**src/rtl/keypad_lock_ctrl.sv**
```systemverilog
// Multi-digit keypad lock: collects a code, compares it on enter, grants timed access,
// counts consecutive failures into a timed alarm lockout and allows reprogramming while open.
module keypad_lock_ctrl #(
    parameter int DIGITS         = 4,
    parameter int DIGIT_W        = 4,
    parameter int MAX_TRIES      = 3,
    parameter int UNLOCK_CYCLES  = 8,
    parameter int LOCKOUT_CYCLES = 16,
    parameter logic [DIGITS*DIGIT_W-1:0] DEFAULT_PASS = 16'h1234
) (
    input  logic                             clk,
    input  logic                             reset,
    input  logic                             digit_valid,
    input  logic [DIGIT_W-1:0]               digit,
    input  logic                             enter,
    input  logic                             clear,
    input  logic                             prog_en,
    output logic                             access,
    output logic                             alarm,
    output logic                             denied,
    output logic                             pass_updated,
    output logic [$clog2(MAX_TRIES+1)-1:0]   fail_count
);

    localparam int BUF_W   = DIGITS * DIGIT_W;
    localparam int CNT_W   = $clog2(DIGITS + 1);
    localparam int FAIL_W  = $clog2(MAX_TRIES + 1);
    localparam int TMR_MAX = (UNLOCK_CYCLES > LOCKOUT_CYCLES) ? UNLOCK_CYCLES : LOCKOUT_CYCLES;
    localparam int TMR_W   = $clog2(TMR_MAX + 1);

    typedef enum logic [1:0] {IDLE, OPEN, LOCKOUT} state_t;

    state_t             state, state_n;
    logic [BUF_W-1:0]   buffer, buffer_n;
    logic [BUF_W-1:0]   password, password_n;
    logic [CNT_W-1:0]   cnt, cnt_n;
    logic               ovf, ovf_n;
    logic [FAIL_W-1:0]  fail_n;
    logic [TMR_W-1:0]   timer, timer_n;
    logic               denied_n, updated_n;
    logic               entry_ok;

    assign entry_ok = (cnt == CNT_W'(DIGITS)) && !ovf;

    always_ff @(posedge clk or posedge reset) begin
        if (reset) begin
            state        <= IDLE;
            buffer       <= '0;
            password     <= DEFAULT_PASS;
            cnt          <= '0;
            ovf          <= 1'b0;
            fail_count   <= '0;
            timer        <= '0;
            denied       <= 1'b0;
            pass_updated <= 1'b0;
        end else begin
            state        <= state_n;
            buffer       <= buffer_n;
            password     <= password_n;
            cnt          <= cnt_n;
            ovf          <= ovf_n;
            fail_count   <= fail_n;
            timer        <= timer_n;
            denied       <= denied_n;
            pass_updated <= updated_n;
        end
    end

    // Priority within a cycle is clear, then enter, then digit_valid; the open timer
    // is applied last so an expiring cycle still completes a programming request.
    always_comb begin
        state_n    = state;
        buffer_n   = buffer;
        password_n = password;
        cnt_n      = cnt;
        ovf_n      = ovf;
        fail_n     = fail_count;
        timer_n    = timer;
        denied_n   = 1'b0;
        updated_n  = 1'b0;

        case (state)
            IDLE, OPEN: begin
                if (clear) begin
                    buffer_n = '0;
                    cnt_n    = '0;
                    ovf_n    = 1'b0;
                end else if (enter) begin
                    buffer_n = '0;
                    cnt_n    = '0;
                    ovf_n    = 1'b0;
                    if (state == IDLE) begin
                        if (entry_ok && (buffer == password)) begin
                            state_n = OPEN;
                            fail_n  = '0;
                            timer_n = TMR_W'(UNLOCK_CYCLES);
                        end else begin
                            denied_n = 1'b1;
                            fail_n   = fail_count + FAIL_W'(1);
                            if (fail_n == FAIL_W'(MAX_TRIES)) begin
                                state_n = LOCKOUT;
                                timer_n = TMR_W'(LOCKOUT_CYCLES);
                            end
                        end
                    end else if (prog_en && entry_ok) begin
                        password_n = buffer;
                        updated_n  = 1'b1;
                    end
                end else if (digit_valid) begin
                    buffer_n = (buffer << DIGIT_W) | BUF_W'(digit);
                    if (cnt == CNT_W'(DIGITS)) begin
                        ovf_n = 1'b1;
                    end else begin
                        cnt_n = cnt + CNT_W'(1);
                    end
                end

                if (state == OPEN) begin
                    if (timer == TMR_W'(1)) begin
                        state_n  = IDLE;
                        timer_n  = '0;
                        buffer_n = '0;
                        cnt_n    = '0;
                        ovf_n    = 1'b0;
                    end else begin
                        timer_n = timer - TMR_W'(1);
                    end
                end
            end
            LOCKOUT: begin
                if (timer == TMR_W'(1)) begin
                    state_n = IDLE;
                    timer_n = '0;
                    fail_n  = '0;
                end else begin
                    timer_n = timer - TMR_W'(1);
                end
            end
            default: state_n = IDLE;
        endcase
    end

    assign access = (state == OPEN);
    assign alarm  = (state == LOCKOUT);

endmodule
```
**config.mk**
```make
export PLATFORM = sky130hd
export DESIGN_NAME = keypad_lock_ctrl
export DESIGN_NICKNAME = d
export VERILOG_FILES = /design/src/rtl/keypad_lock_ctrl.sv
export SDC_FILE = /design/constraint.sdc
export NUM_CORES = 1
export LEC_CHECK = 0
export ABC_CLOCK_PERIOD_IN_PS = 3900
export CAP_MARGIN = 30
export CORE_MARGIN = 5
export CORE_UTILIZATION = 47
export DETAILED_ROUTE_END_ITERATION = 12
export PLACE_DENSITY = 0.76
export SETUP_SLACK_MARGIN = 0.4
export SYNTH_ARGS = -nofsm -noshare
export SYNTH_HDL_FRONTEND = slang
export SYNTH_SLANG_ARGS = --single-unit
export TNS_END_PERCENT = 50
```
**constraint.sdc**
```tcl
create_clock -name clk -period 3.9 [get_ports clk]
set_input_delay 0.78 -clock clk [delete_from_list [all_inputs] [get_ports clk]]
set_output_delay 0.78 -clock clk [all_outputs]
set_load 0.05 [all_outputs]
```
After elaboration in Yosys (flattened, before gate mapping)
Cells that the tools add are included.
Word-level totals
  bits in registers: 47
  latch bits: 0
  memory bits (writable): 0
  memory bits (read-only): 0
  input port bits: 10
  output and inout bits: 6
  word-level logic and storage cells: 88
  memories kept: 0
Operators by class
  add/subtract/negate cells: 3
  multipliers: 0
  div/mod/pow operators: 0
  order comparisons: 0
  equality and inequality tests: 14
  shift-type cells: 0
  muxes and demuxes: 49
  bitwise operators: 3
  reductions and logical operators: 10
Operator list (count)
  $mux 16: 5
  $mux 5: 7
  $mux 2: 12
  $mux 3: 6
  $eq 16x16->1: 1
  $mux 1: 16
  $or 16x4->16: 1
  $reduce_and 5->1: 3
  $pmux 5 s2: 1
  $ne 3x3->1 const B: 3
  $pmux 2 s2: 2
  $ne 2x2->1 const B: 3
  $eq 5x1->1 const B: 1
  $sub 5x1->5 const B: 1
  $eq 2x2->1 const B: 2
  $ne 4x4->1 const B: 1
  $add 3x1->3 const B: 1
  $eq 3x3->1 const B: 1
  $logic_and 1x1->1: 3
  $add 2x1->2 const B: 1
  $eq 2x1->1 const B: 1
  $logic_not 2->1: 1
  $ne 2x1->1 const B: 1
  $not 1->1: 2
  other kinds (3): 3

Longest topological paths before layout
Gate-level depths: netlist (run 1).
  word-level depth: 10
  depth in mapped cells: 8
  mapped depth without buffers: 7

Worst setup path after synthesis (run 1)
Ideal clock, no wire load.
  path kind: reg2reg
  start point: register state[1]
  end point: register password[0]
  library setup time: 65 ps
  arrival: 2179 ps
  required time: 3835 ps
  setup slack: 1656 ps
  stages on the path, launching flop included: 7
  buffers on the path: 1
  period minus slack after synthesis: 2244 ps
  cells stage by stage: dfrtp_1 nor2b_1 nand4_1 clkinv_1 buf_2 nand2_1 nand2_1
On the way
  word-level cells in the longest chain between the ends: 3
  elaborated cells on any way between the ends: 5
  classes of those cells: eq/ne: 1; bitwise: 1; reduce/logical: 3
Ends and longest elaborated chain
  start, declared: RTL line 33  | state_t state, state_n;
  start signal, assigned: RTL line 57  | state <= state_n;
  $eq 2x1->1
  named net access: RTL line 18  | output logic access,
  $reduce_or 2->1: RTL line 82  | case (state)
  $reduce_and 5->1 (no line)
  end signal, assigned: RTL line 59  | password <= password_n;
  end, declared: RTL line 35  | logic [BUF_W-1:0] password, password_n;
The timed path passes the listed nets, and every way through them passes these cells.
A chain may end at the register's enable or synchronous reset.

Final worst setup path (run 1)
  start point: register state[0]
  end point: output port access
On the way
  word-level cells in the longest chain between the ends: 1
Ends and longest elaborated chain
  $eq 2x1->1: RTL line 143  | assign access = (state == OPEN);
  end, declared: RTL line 18
No other way between the ends.

==> impl_metrics.sql, run 1 <==
INSERT INTO impl_metrics (metric_group, metric, value, unit) VALUES
('status', 'outcome', 'complete, no violations', ''),
('synthesis', 'yosys.area_share.adder', '2.74', '%'),
('synthesis', 'largest_family_of_logic_cells_by_synthesized_area', 'simple AND/OR/NAND/NOR gates', ''),
('synthesis', 'prevailing_post_synth_register_cell', 'sky130_fd_sc_hd__dfrtp_1', ''),
('final_layout', 'final_layout_size_suffix_gt1_share', '9.41', '%'),
('clocking', 'cts_sinks', '47', ''),
('route', 'dr.first_iter.drc_count', '75', ''),
('clocking', 'post_cts.resized_instances', '0', ''),
('synthesis', 'synth_xor_xnor_area_share', '6.52', '%'),
('clocking', 'cts_max_path_buffers', '2', ''),
('global_route', 'grt_use_total', '16.1', '%'),
('global_route', 'number_of_global_route_vias_before_repair', '1599', ''),
('route', 'detail_route.vias_per_cell', '5.21', ''),
('sta', 'final-hold-violation-count', '0', ''),
('global_route', 'grt_pass1_wl', '7720', 'um'),
('route', 'route.final.wire_length', '4530', 'um'),
('power_and_ir_drop', 'combinationalPowerShare', '29.0', '%'),
('die', 'dieHeight', '79.7', 'um'),
('synthesis', 'synth_seq_area_share', '51.8', '%'),
('global_route', 'global_route.usage.met3', '3.72', '%'),
('critical_path', 'worstPathRequired', '3.12', 'ns'),
('critical_path', 'timing.rr.start', 'timer[1]', ''),
('global_route', 'globalRoute.busiestLayer', 'met2', ''),
('critical_path', 'timing.critical_path.from_type', 'register', ''),
('place', 'place.gp.congestion', '0.804', ''),
('critical_path', 'regToRegSetupSlack', '1.45', 'ns'),
('critical_path', 'criticalPathCategory', 'register to output port', ''),
('clocking', 'cts-buffers-inserted', '5', ''),
('clocking', 'clk-insertion-delay-late', '0.31', 'ns'),
('global_route', 'initial_antenna_violation_count', '0', ''),
('synthesis', 'yosys_register_bits', '47', ''),
('clocking', 'post_cts_buffers', '0', ''),
('sta', 'slew_headroom', '49.5', '%'),
('die', 'initial_utilization', '48.3', '%'),
('final_layout', 'final_cell_mix', '69 x sky130_fd_sc_hd__nand2_1, 42 x sky130_fd_sc_hd__dfrtp_1, 15 x sky130_fd_sc_hd__a21oi_1, 15 x sky130_fd_sc_hd__clkdlybuf4s50_1, 12 x sky130_fd_sc_hd__xnor2_1', ''),
('route', 'drt-pass1-iter-count', '4', ''),
('sta', 'finalSetupViolCount', '0', ''),
('die', 'ioPinCount', '16', ''),
('critical_path', 'worstRegToRegCells', '6', ''),
('power_and_ir_drop', 'switching_share', '33.6', '%'),
('die', 'die_area', '6350', 'sq um'),
('clocking', 'htree_num_levels', '2', ''),
('global_route', 'grt_start_max_net_pins', '43', ''),
('synthesis', 'async_flop_share', '100', '%'),
('clocking', 'clock_tree.root_cell', 'sky130_fd_sc_hd__clkbuf_8', ''),
('clocking', 'clock_tree_from_tritoncts', 'built', ''),
('sta', 'timing_max_transition_violations_final', '0', ''),
('power_and_ir_drop', 'power-per-cell-area', '545', 'nW/um^2'),
('global_route', 'groute.layer.met2.usage', '27.0', '%'),
('die', 'floorplan.core_area', '4720', 'sq um'),
('worst_hold_path', 'hp-start', 'password[2]', ''),
('global_route', 'met1_usage', '19.9', '%'),
('route', 'wire_per_inst', '14.1', 'um'),
('global_route', 'global_route.overflow_total', '0', ''),
('worst_hold_path', 'hold_end', 'password[2]', ''),
('route', 'post-route-drc-count', '0', ''),
('die', 'fp-row-count', '25', ''),
('job', 'drv.max_cap_violation_count', '0', ''),
('place', 'buffer_ports.inserted', '15', ''),
('power_and_ir_drop', 'p_clk_share', '29.3', '%'),
('synthesis', 'synthSimpleGateAreaFrac', '21.4', '%'),
('route', 'ant_nets', '0', ''),
('synthesis', 'syn_std_cell_area', '2280', 'sq um'),
('final_layout', 'nNetsFinal', '269', ''),
('power_and_ir_drop', 'power.static_leakage', '1.22', 'nW'),
('sta', 'worstMarginPinSlew', '0.756', 'ns'),
('clocking', 'postCtsHoldBufs', '0', ''),
('critical_path', 'crit_path_max_fanout', '11', ''),
('synthesis', 'synth.mux.area_fraction', '0.438', '%'),
('synthesis', 'yosysWarnings', '0', ''),
('synthesis', 'post_synthesis_net_count', '252', '');
metrics by stage:
stage / cells / hold slack [ns] / area, sq um / worst slack [ns] / total power (W)
final: 322 / 0.471 / 2650 / 1.09 / 0.00144
after global routing: 322 / 0.503 / 2650 / 0.984 / 0.00154
after CTS: 322 / 0.473 / 2650 / 1.09 / 0.00146
after detailed placement: 314 / 0.459 / 2510 / 1.36 / 0.00103
after global placement: 313 / 0.452 / 2490 / 1.43 / 0.00102
after floorplan: 237 / 0.446 / 2280 / 1.66 / 0.000918
flip-flops by register name, indices dropped and copies added (netlist names):
register,cells
buffer,16
cnt,3
denied,1
fail_count,2
ovf,1
pass_updated,1
password,16
state,2
timer,5
per-layer routing:
layer / wire length (um) / share of wire (%) / vias up
met3: 95 / 2.1 / 6
met4: 63 / 1.4 / 0
met2: 2350 / 52 / 13
met1: 2030 / 45 / 830
met5: 0 / 0 / -
li1: - / - / 829
logic make-up after synthesis:
family,after synthesis
AND/OR/NAND/NOR,105
flip-flops,47
AO/OA/AOI/OAI,44
buffers and inverters,18
XOR/XNOR,17
adder cells (fa/ha/maj),5
multiplexers,1
how the worst max path moves through the flow:
stage               startpoint            to  slack [ns]  cells past startpoint
CTS                   state[0]        access        1.09                      2
global route          state[0]        access        0.98                      2
finish                state[0]        access        1.09                      2
global placement      state[0]        access        1.43                      2
floorplan             state[1]   password[0]        1.66                      6
detailed placement       enter  password[13]        1.36                      7
cell type report:
cell class / instances / area, sq um
repair buffers: 17 / 178
multi-input cells: 172 / 1030
fillers: 412 / 2080
flip-flops and latches: 47 / 1180
well taps: 67 / 83.8
inverters: 11 / 41.3
clock buffers: 6 / 72.6
clock inverters: 2 / 60.1
cells in the mapped netlist, types with 2 or more instances:
| master | count | area (sq um) |
|---|---|---|
| sky130_fd_sc_hd__nor4_1 | 3 | 18.8 |
| sky130_fd_sc_hd__nor3_1 | 3 | 15.0 |
| sky130_fd_sc_hd__nand4_1 | 3 | 18.8 |
| sky130_fd_sc_hd__xor2_1 | 5 | 43.8 |
| sky130_fd_sc_hd__a21oi_1 | 15 | 75.1 |
| sky130_fd_sc_hd__nand2_1 | 69 | 259 |
| sky130_fd_sc_hd__inv_1 | 10 | 37.5 |
| sky130_fd_sc_hd__dfstp_2 | 5 | 131 |
| sky130_fd_sc_hd__clkbuf_1 | 5 | 18.8 |
| sky130_fd_sc_hd__nor2_1 | 8 | 30.0 |
| sky130_fd_sc_hd__a22o_1 | 9 | 78.8 |
| sky130_fd_sc_hd__ha_1 | 5 | 62.6 |
| sky130_fd_sc_hd__dfrtp_1 | 42 | 1050 |
| sky130_fd_sc_hd__xnor2_1 | 12 | 105 |
| sky130_fd_sc_hd__nor2b_1 | 6 | 37.5 |
| sky130_fd_sc_hd__nand2b_1 | 3 | 18.8 |
| sky130_fd_sc_hd__nand3_1 | 2 | 10.0 |
| sky130_fd_sc_hd__o21ai_0 | 5 | 25.0 |
critical path: stages (launching register included):
cell and delay [ns]:
sky130_fd_sc_hd__dfrtp_1 0.53, sky130_fd_sc_hd__nor2b_1 0.32, sky130_fd_sc_hd__clkdlybuf4s50_1 0.86
power by group through the flow:
| stage | sequential, W | combinational, W | clock, W |
|---|---|---|---|
| after CTS | 0.000602 | 0.000424 | 0.000429 |
| after detailed placement | 0.000612 | 0.000421 | 0 |
| after floorplan | 0.000630 | 0.000288 | 0 |
| final | 0.000603 | 0.000418 | 0.000422 |
| after global routing | 0.000614 | 0.000465 | 0.000457 |
| after global placement | 0.000609 | 0.000411 | 0 |
No activity file was read; power rests on OpenSTA's default activity.
==> run 2, diff against run 1 <==
Settings changed: ABC_CLOCK_PERIOD_IN_PS 3900 to 2300, PLACE_DENSITY 0.76 to 0.79.
Clock period 3.9 ns to 2.3 ns, I/O delays scaled along.
==> run 2 against run 1 <==
Compared with the run above:
- sequential power increased by 65%
- first-iteration DRC count unchanged
- design area is 2.6% higher
- sequential cell count stayed put
- die area stayed put
- global-route usage is 0.089 points lower
- final cell count up 3.1%
- power up 62%
- largest power group unchanged
- combinational power up 94%
- highest routed layer unchanged
- non-clock buffer count rose by 9
- clock power rose by 26%
==> impl_metrics.sql, run 2 (synthesized netlist as in run 1, its figures left out) <==
INSERT INTO impl_metrics (metric_group, metric, value, unit) VALUES
('die', 'initial_utilization', '48.3', '%'),
('power_and_ir_drop', 'power.ir.vdd_worst', '0.000470', 'V'),
('sta', 'final_skew', '0.00799', 'ns'),
('global_route', 'global_route.overflow_total', '0', ''),
('clocking', 'clock_tree_from_tritoncts', 'built', ''),
('clocking', 'cts_max_path_buffers', '2', ''),
('power_and_ir_drop', 'power.static_leakage', '1.28', 'nW'),
('critical_path', 'worstRegToRegCells', '7', ''),
('final_layout', 'nNetsFinal', '279', ''),
('sta', 'fin_crit', '1.94', 'ns'),
('sta', 'fin_crit_sh', '84.4', '%'),
('place', 'buffer_ports.inserted', '15', ''),
('power_and_ir_drop', 'power-per-cell-area', '862', 'nW/um^2'),
('route', 'route.final.wire_length', '4450', 'um'),
('status', 'outcome', 'complete, no violations', ''),
('power_and_ir_drop', 'design_power_total', '0.00234', 'W'),
('route', 'dr.first_iter.drc_count', '75', ''),
('place', 'hpwl', '3100', 'um'),
('final_layout', 'flow.area_growth_from_synthesis', '19.0', '%'),
('critical_path', 'timing.critical_path.from_type', 'register', ''),
('critical_path', 'crit_path_max_fanout', '5', ''),
('route', 'ant_nets', '0', ''),
('die', 'die_area', '6350', 'sq um'),
('global_route', 'grt_use_total', '16.0', '%'),
('critical_path', 'timing.rr.start', 'cnt[0]', ''),
('global_route', 'grt_start_max_net_pins', '28', ''),
('sta', 'slew_headroom', '66.8', '%'),
('clocking', 'htree_num_levels', '2', ''),
('sta', 'finalSetupViolCount', '0', ''),
('critical_path', 'r2r_end', 'timer[0]', ''),
('die', 'fp.dieW', '79.7', 'um'),
('route', 'vias', '1718', ''),
('sta', 'final-hold-violation-count', '0', ''),
('sta', 'max_freq', '515', 'MHz'),
('sta', 'worstMarginPinSlew', '0.498', 'ns'),
('worst_hold_path', 'hp-class', 'input pin to asynchronous set/reset pin', ''),
('global_route', 'number_of_global_route_vias_before_repair', '1599', ''),
('die', 'ioPinCount', '16', ''),
('sta', 'unrepaired_setup_endpoints_after_global_routing', 'true', ''),
('global_route', 'grt_pass1_wl', '7860', 'um'),
('clocking', 'clk-insertion-delay-late', '0.31', 'ns'),
('critical_path', 'type_of_element_capturing_the_critical_path', 'register', ''),
('final_layout', 'reg_top3', 'buffer (16), password (16), timer (5)', ''),
('place', 'place.gp.congestion', '0.785', ''),
('route', 'post-route-drc-count', '0', ''),
('die', 'fp-row-count', '25', ''),
('sta', 'fin_setup_tns', '0', 'ns'),
('critical_path', 'criticalPathCategory', 'register to register', ''),
('final_layout', 'final_cell_mix', '69 x sky130_fd_sc_hd__nand2_1, 42 x sky130_fd_sc_hd__dfrtp_1, 15 x sky130_fd_sc_hd__a21oi_1, 12 x sky130_fd_sc_hd__xnor2_1, 12 x sky130_fd_sc_hd__buf_4', ''),
('critical_path', 'critical_path_arrival', '2.13', 'ns'),
('final_layout', 'num_antenna_cells', '0', ''),
('clocking', 'cts_sinks', '47', ''),
('clocking', 'clock_tree.root_cell', 'sky130_fd_sc_hd__clkbuf_8', ''),
('die', 'dieHeight', '79.7', 'um'),
('critical_path', 'worstPathRequired', '2.49', 'ns'),
('route', 'wire_per_inst', '13.4', 'um'),
('clocking', 'clk_pin_slew_worst_paths', '0.10', 'ns'),
('die', 'floorplan.core_area', '4720', 'sq um'),
('global_route', 'initial_antenna_violation_count', '0', ''),
('clocking', 'cts-buffers-inserted', '5', ''),
('critical_path', 'regToRegSetupSlack', '0.36', 'ns'),
('final_layout', 'final_layout_size_suffix_gt1_share', '16.6', '%'),
('final_layout', 'layout_commonest_cell', 'sky130_fd_sc_hd__nand2_1', ''),
('route', 'drt-pass1-iter-count', '4', ''),
('route', 'detail_route.vias_per_cell', '5.17', ''),
('clocking', 'postCtsHoldBufs', '0', ''),
('job', 'drv.max_cap_violation_count', '0', ''),
('sta', 'timing_max_transition_violations_final', '0', '');
-- run 2: cell count changes in the layout (fill, tap and decap cells not counted), sizes merged --
cell,change
buf,+11
clkdlybuf4s50,-4
bufinv,-2
inv,+2
clkbuf,-1
clkinvlp,+1
dlygate4sd2,+1
dlymetal6s2s,+1
nor2b,+1
-- run 2: per-stage QoR --
step / setup WS, ns / hold WS, ns / instance area (sq um) / util (%) / std cells
finish: 0.359 / 0.471 / 2720 / 57.5 / 332
global route: 0.240 / 0.480 / 2720 / 57.5 / 332
CTS: 0.314 / 0.471 / 2640 / 55.8 / 326
detailed placement: 0.185 / 0.456 / 2540 / 53.8 / 318
global placement: 0.239 / 0.451 / 2540 / 53.8 / 318
floorplan: 0.417 / 0.446 / 2290 / - / 237
-- run 2: cell type report --
class / count / area, sq um
well taps: 67 / 83.8
clock buffers: 5 / 68.8
inverters: 11 / 45.0
multi-input cells: 173 / 1070
fillers: 399 / 2010
flip-flops and latches: 47 / 1180
repair buffers: 26 / 241
clock inverters: 3 / 26.3
-- run 2: how the worst max path moves through the flow --
stage	start	endpoint	slack [ns]	depth (start not counted)
final	cnt[0]	timer[0]	0.36	7
after global routing	cnt[0]	timer[4]	0.24	7
after CTS	cnt[0]	timer[4]	0.31	7
after detailed placement	timer[1]	cnt[2]	0.19	6
after global placement	timer[1]	cnt[2]	0.24	6
after floorplan	state[1]	alarm	0.42	2
-- run 2: report_power, final --
group          switching, W  internal, W
combinational      0.000483     0.000330
sequential        0.0000801     0.000916
clock              0.000309     0.000224
-- run 2: routing by layer --
layer	GRT usage (%)	vias up	part of all wire (%)	wire length, um
met5	0	-	0	0
met4	7.56	0	2.8	123
met3	3.05	9	3.8	169
met2	23.5	40	48	2160
met1	22.7	814	45	2000
li1	-	855	-	-
-- run 2: repair_timing --
action	CTS	global route
setup endpoints to repair	18	47
gates cloned	0	1
pin swaps	1	5
resized for setup	2	9
hold endpoints to repair	0	0
setup buffers	0	5
-- run 2: worst max-delay path, cell delays in order (launching register included) --
cell	delay (ns)
sky130_fd_sc_hd__dfrtp_1	0.42
sky130_fd_sc_hd__inv_2	0.08
sky130_fd_sc_hd__ha_4	0.14
sky130_fd_sc_hd__and3b_1	0.19
sky130_fd_sc_hd__nand4_1	0.11
sky130_fd_sc_hd__or3_4	0.45
sky130_fd_sc_hd__o31ai_4	0.32
sky130_fd_sc_hd__mux2i_1	0.12
==> run 3, diff against run 2 <==
Settings changed: ABC_CLOCK_PERIOD_IN_PS 2300 to 1610.
Clock period 2.3 ns to 1.61 ns, I/O delays scaled along.
==> run 3 against run 2 <==
Compared with the run above:
- combinational power grew 92%
- wire length grew 25%
- worst hold slack lost 0.099 ns
- die area is the same
- the run now ends with negative setup slack left
- largest cell class is now multi-input combinational cells
- sequential share of layout area shrank 7.3 points
- via count grew 13%
- power grew 58%
- clock skew shrank 0.0030 ns
- core utilization grew 12 points
- global-route usage grew 1.7 points
- sequential power grew 46%
==> impl_metrics.sql, run 3 (synthesized netlist as in run 1, its figures left out) <==
INSERT INTO impl_metrics (metric_group, metric, value, unit) VALUES
('status', 'outcome', 'complete, but fails checks', ''),
('route', 'vias', '1937', ''),
('final_layout', 'reg_top3', 'buffer (16), password (16), timer (5)', ''),
('clocking', 'cts_sinks', '47', ''),
('clocking', 'cts_max_path_buffers', '2', ''),
('sta', 'setup_ws', '-0.276', 'ns'),
('power_and_ir_drop', 'design_power_total', '0.00370', 'W'),
('sta', 'finalSetupViolCount', '45', ''),
('sta', 'worstMarginPinSlew', '0.363', 'ns'),
('global_route', 'initial_antenna_violation_count', '0', ''),
('critical_path', 'worstRegToRegCells', '7', ''),
('place', 'place.gp.congestion', '0.849', ''),
('sta', 'final-hold-violation-count', '0', ''),
('critical_path', 'slowest_stage', 'sky130_fd_sc_hd__or3_4', ''),
('place', 'detailed_place.area', '2890', 'sq um'),
('global_route', 'grt_start_max_net_pins', '48', ''),
('die', 'initial_utilization', '48.3', '%'),
('sta', 'max_freq', '530', 'MHz'),
('critical_path', 'crit_path_max_fanout', '4', ''),
('critical_path', 'critical_path.max_stage_delay', '0.42', 'ns'),
('power_and_ir_drop', 'power-per-cell-area', '1130', 'nW/um^2'),
('route', 'drt-pass1-iter-count', '4', ''),
('power_and_ir_drop', 'power.static_leakage', '1.54', 'nW'),
('sta', 'unrepaired_setup_endpoints_after_global_routing', 'true', ''),
('critical_path', 'timing.critical_path.from_type', 'register', ''),
('route', 'dr.first_iter.drc_count', '99', ''),
('die', 'dieHeight', '79.7', 'um'),
('power_and_ir_drop', 'power.ir.vdd_worst', '0.000661', 'V'),
('clocking', 'postCtsHoldBufs', '0', ''),
('clocking', 'clock_tree_from_tritoncts', 'built', ''),
('critical_path', 'cp.buffers_inverters', '1', ''),
('clocking', 'clock_tree.root_cell', 'sky130_fd_sc_hd__clkbuf_8', ''),
('critical_path', 'criticalPathCategory', 'register to register', ''),
('clocking', 'clk_pin_slew_worst_paths', '0.08', 'ns'),
('final_layout', 'flow.area_growth_from_synthesis', '43.1', '%'),
('global_route', 'grt_pass1_wl', '8580', 'um'),
('place', 'buffer_ports.inserted', '15', ''),
('clocking', 'htree_num_levels', '2', ''),
('final_layout', 'final_util', '69.2', '%'),
('clocking', 'cts-buffers-inserted', '5', ''),
('die', 'fp-row-count', '25', ''),
('final_layout', 'num_antenna_cells', '0', ''),
('worst_hold_path', 'hp-class', 'input pin to asynchronous set/reset pin', ''),
('critical_path', 'critical_path.cell_chain', 'inv_1 -> ha_2 -> and3b_2 -> nand4_1 -> or3_4 -> o31ai_4 -> o221ai_2', ''),
('sta', 'slew_headroom', '75.7', '%'),
('route', 'detail_route.vias_per_cell', '5.22', ''),
('final_layout', 'final_layout_size_suffix_gt1_share', '37.8', '%'),
('final_layout', 'post-route-cell-area', '3270', 'sq um'),
('global_route', 'globalRoute.busiestLayer', 'met2', ''),
('clocking', 'clk-insertion-delay-late', '0.30', 'ns'),
('sta', 'fin_crit_sh', '117', '%'),
('global_route', 'groute.layer.met2.usage', '30.1', '%'),
('sta', 'timing_max_transition_violations_final', '0', ''),
('route', 'post-route-drc-count', '0', ''),
('critical_path', 'path_delay_family', 'simple AND/OR/NAND/NOR gates', ''),
('job', 'drv.max_cap_violation_count', '0', ''),
('global_route', 'global_route.usage.met3', '4.40', '%'),
('status', 'failed_checks', 'negative setup slack', ''),
('sta', 'fin_crit', '1.89', 'ns'),
('critical_path', 'critical_path_arrival', '2.06', 'ns'),
('route', 'route.final.wire_length', '5550', 'um'),
('critical_path', 'worst-path-stages', '7', ''),
('die', 'die_area', '6350', 'sq um'),
('global_route', 'grt_use_total', '17.7', '%'),
('final_layout', 'layout_commonest_cell', 'sky130_fd_sc_hd__nand2_1', ''),
('die', 'floorplan.core_area', '4720', 'sq um'),
('die', 'fp.dieW', '79.7', 'um'),
('global_route', 'number_of_global_route_vias_before_repair', '1855', ''),
('place', 'hpwl', '3520', 'um'),
('route', 'ant_nets', '0', ''),
('global_route', 'met1_usage', '22.2', '%'),
('global_route', 'global_route.overflow_total', '0', ''),
('die', 'ioPinCount', '16', ''),
('sta', 'final_skew', '0.00495', 'ns'),
('route', 'wire_per_inst', '15.0', 'um'),
('final_layout', 'final_cell_mix', '55 x sky130_fd_sc_hd__nand2_1, 41 x sky130_fd_sc_hd__dfrtp_1, 39 x sky130_fd_sc_hd__buf_4, 13 x sky130_fd_sc_hd__nand2_2, 12 x sky130_fd_sc_hd__xnor2_1', ''),
('critical_path', 'worstPathRequired', '1.78', 'ns'),
('critical_path', 'type_of_element_capturing_the_critical_path', 'register', ''),
('final_layout', 'nNetsFinal', '318', '');
## run 3: changes by cell type in the layout (fill, tap and decap cells not counted), sizes merged
cell           delta
buf              +42
clkbuf            +4
clkdlybuf4s50     -2
clkinvlp          -1
dlygate4sd2       -1
dlymetal6s2s      -1
inv               -1
nor2b             -1
## run 3: path summary, 6_finish.rpt
kind                                   from      endpoint  slack [ns]
worst max-delay path                 cnt[1]      timer[4]       -0.28
worst min-delay path                  reset  password[14]        0.37
worst max register to register       cnt[1]      timer[4]       -0.28
worst min register to register  password[4]   password[4]        0.47
max in group asynchronous             reset   password[4]        0.96
min in group clk                password[4]   password[4]        0.47
## run 3: through the flow
stage	setup TNS (ns)	std cells	hold slack (ns)	setup WS, ns
2_1_floorplan	-1.78	237	0.446	-0.128
3_3_place_gp	-4.49	353	0.452	-0.154
3_5_place_dp	-5.72	353	0.460	-0.224
4_1_cts	-3.34	364	0.388	-0.226
5_1_grt	-10.01	371	0.394	-0.411
6_report	-6.41	371	0.372	-0.276
## run 3: worst register-to-register path, stage by stage (launching register included)
cell,delay [ns]
sky130_fd_sc_hd__dfrtp_1,0.38
sky130_fd_sc_hd__inv_1,0.06
sky130_fd_sc_hd__ha_2,0.18
sky130_fd_sc_hd__and3b_2,0.20
sky130_fd_sc_hd__nand4_1,0.09
sky130_fd_sc_hd__or3_4,0.42
sky130_fd_sc_hd__o31ai_4,0.30
sky130_fd_sc_hd__o221ai_2,0.13
## run 3: routing by layer
layer	up-vias	wire length, um	share of wire, %
li1	933	-	-
met1	956	2380	43
met2	38	2920	53
met3	10	179	3.2
met4	0	72	1.3
met5	-	0	0
## run 3: final cells by class
cell class | instances | area (sq um)
clock buffer | 7 | 76.3
clock inverter | 1 | 5.00
fill | 335 | 1460
inverter | 11 | 48.8
multi-input combinational | 172 | 1200
sequential | 47 | 1180
tap | 67 | 83.8
timing repair buffer | 66 | 672
## run 3: power by group
part	switching (W)	internal, W
Sequential	0.000143	0.00131
Combinational	0.000800	0.000761
Clock	0.000376	0.000305
## run 3: repair_timing
| item | 4_1_cts | 5_1_grt |
|---|---|---|
| resized for setup | 26 | 25 |
| endpoints found under the setup margin | 51 | 52 |
| cloned | 0 | 3 |
| pin swaps | 7 | 10 |
| buffers inserted | 3 | 4 |
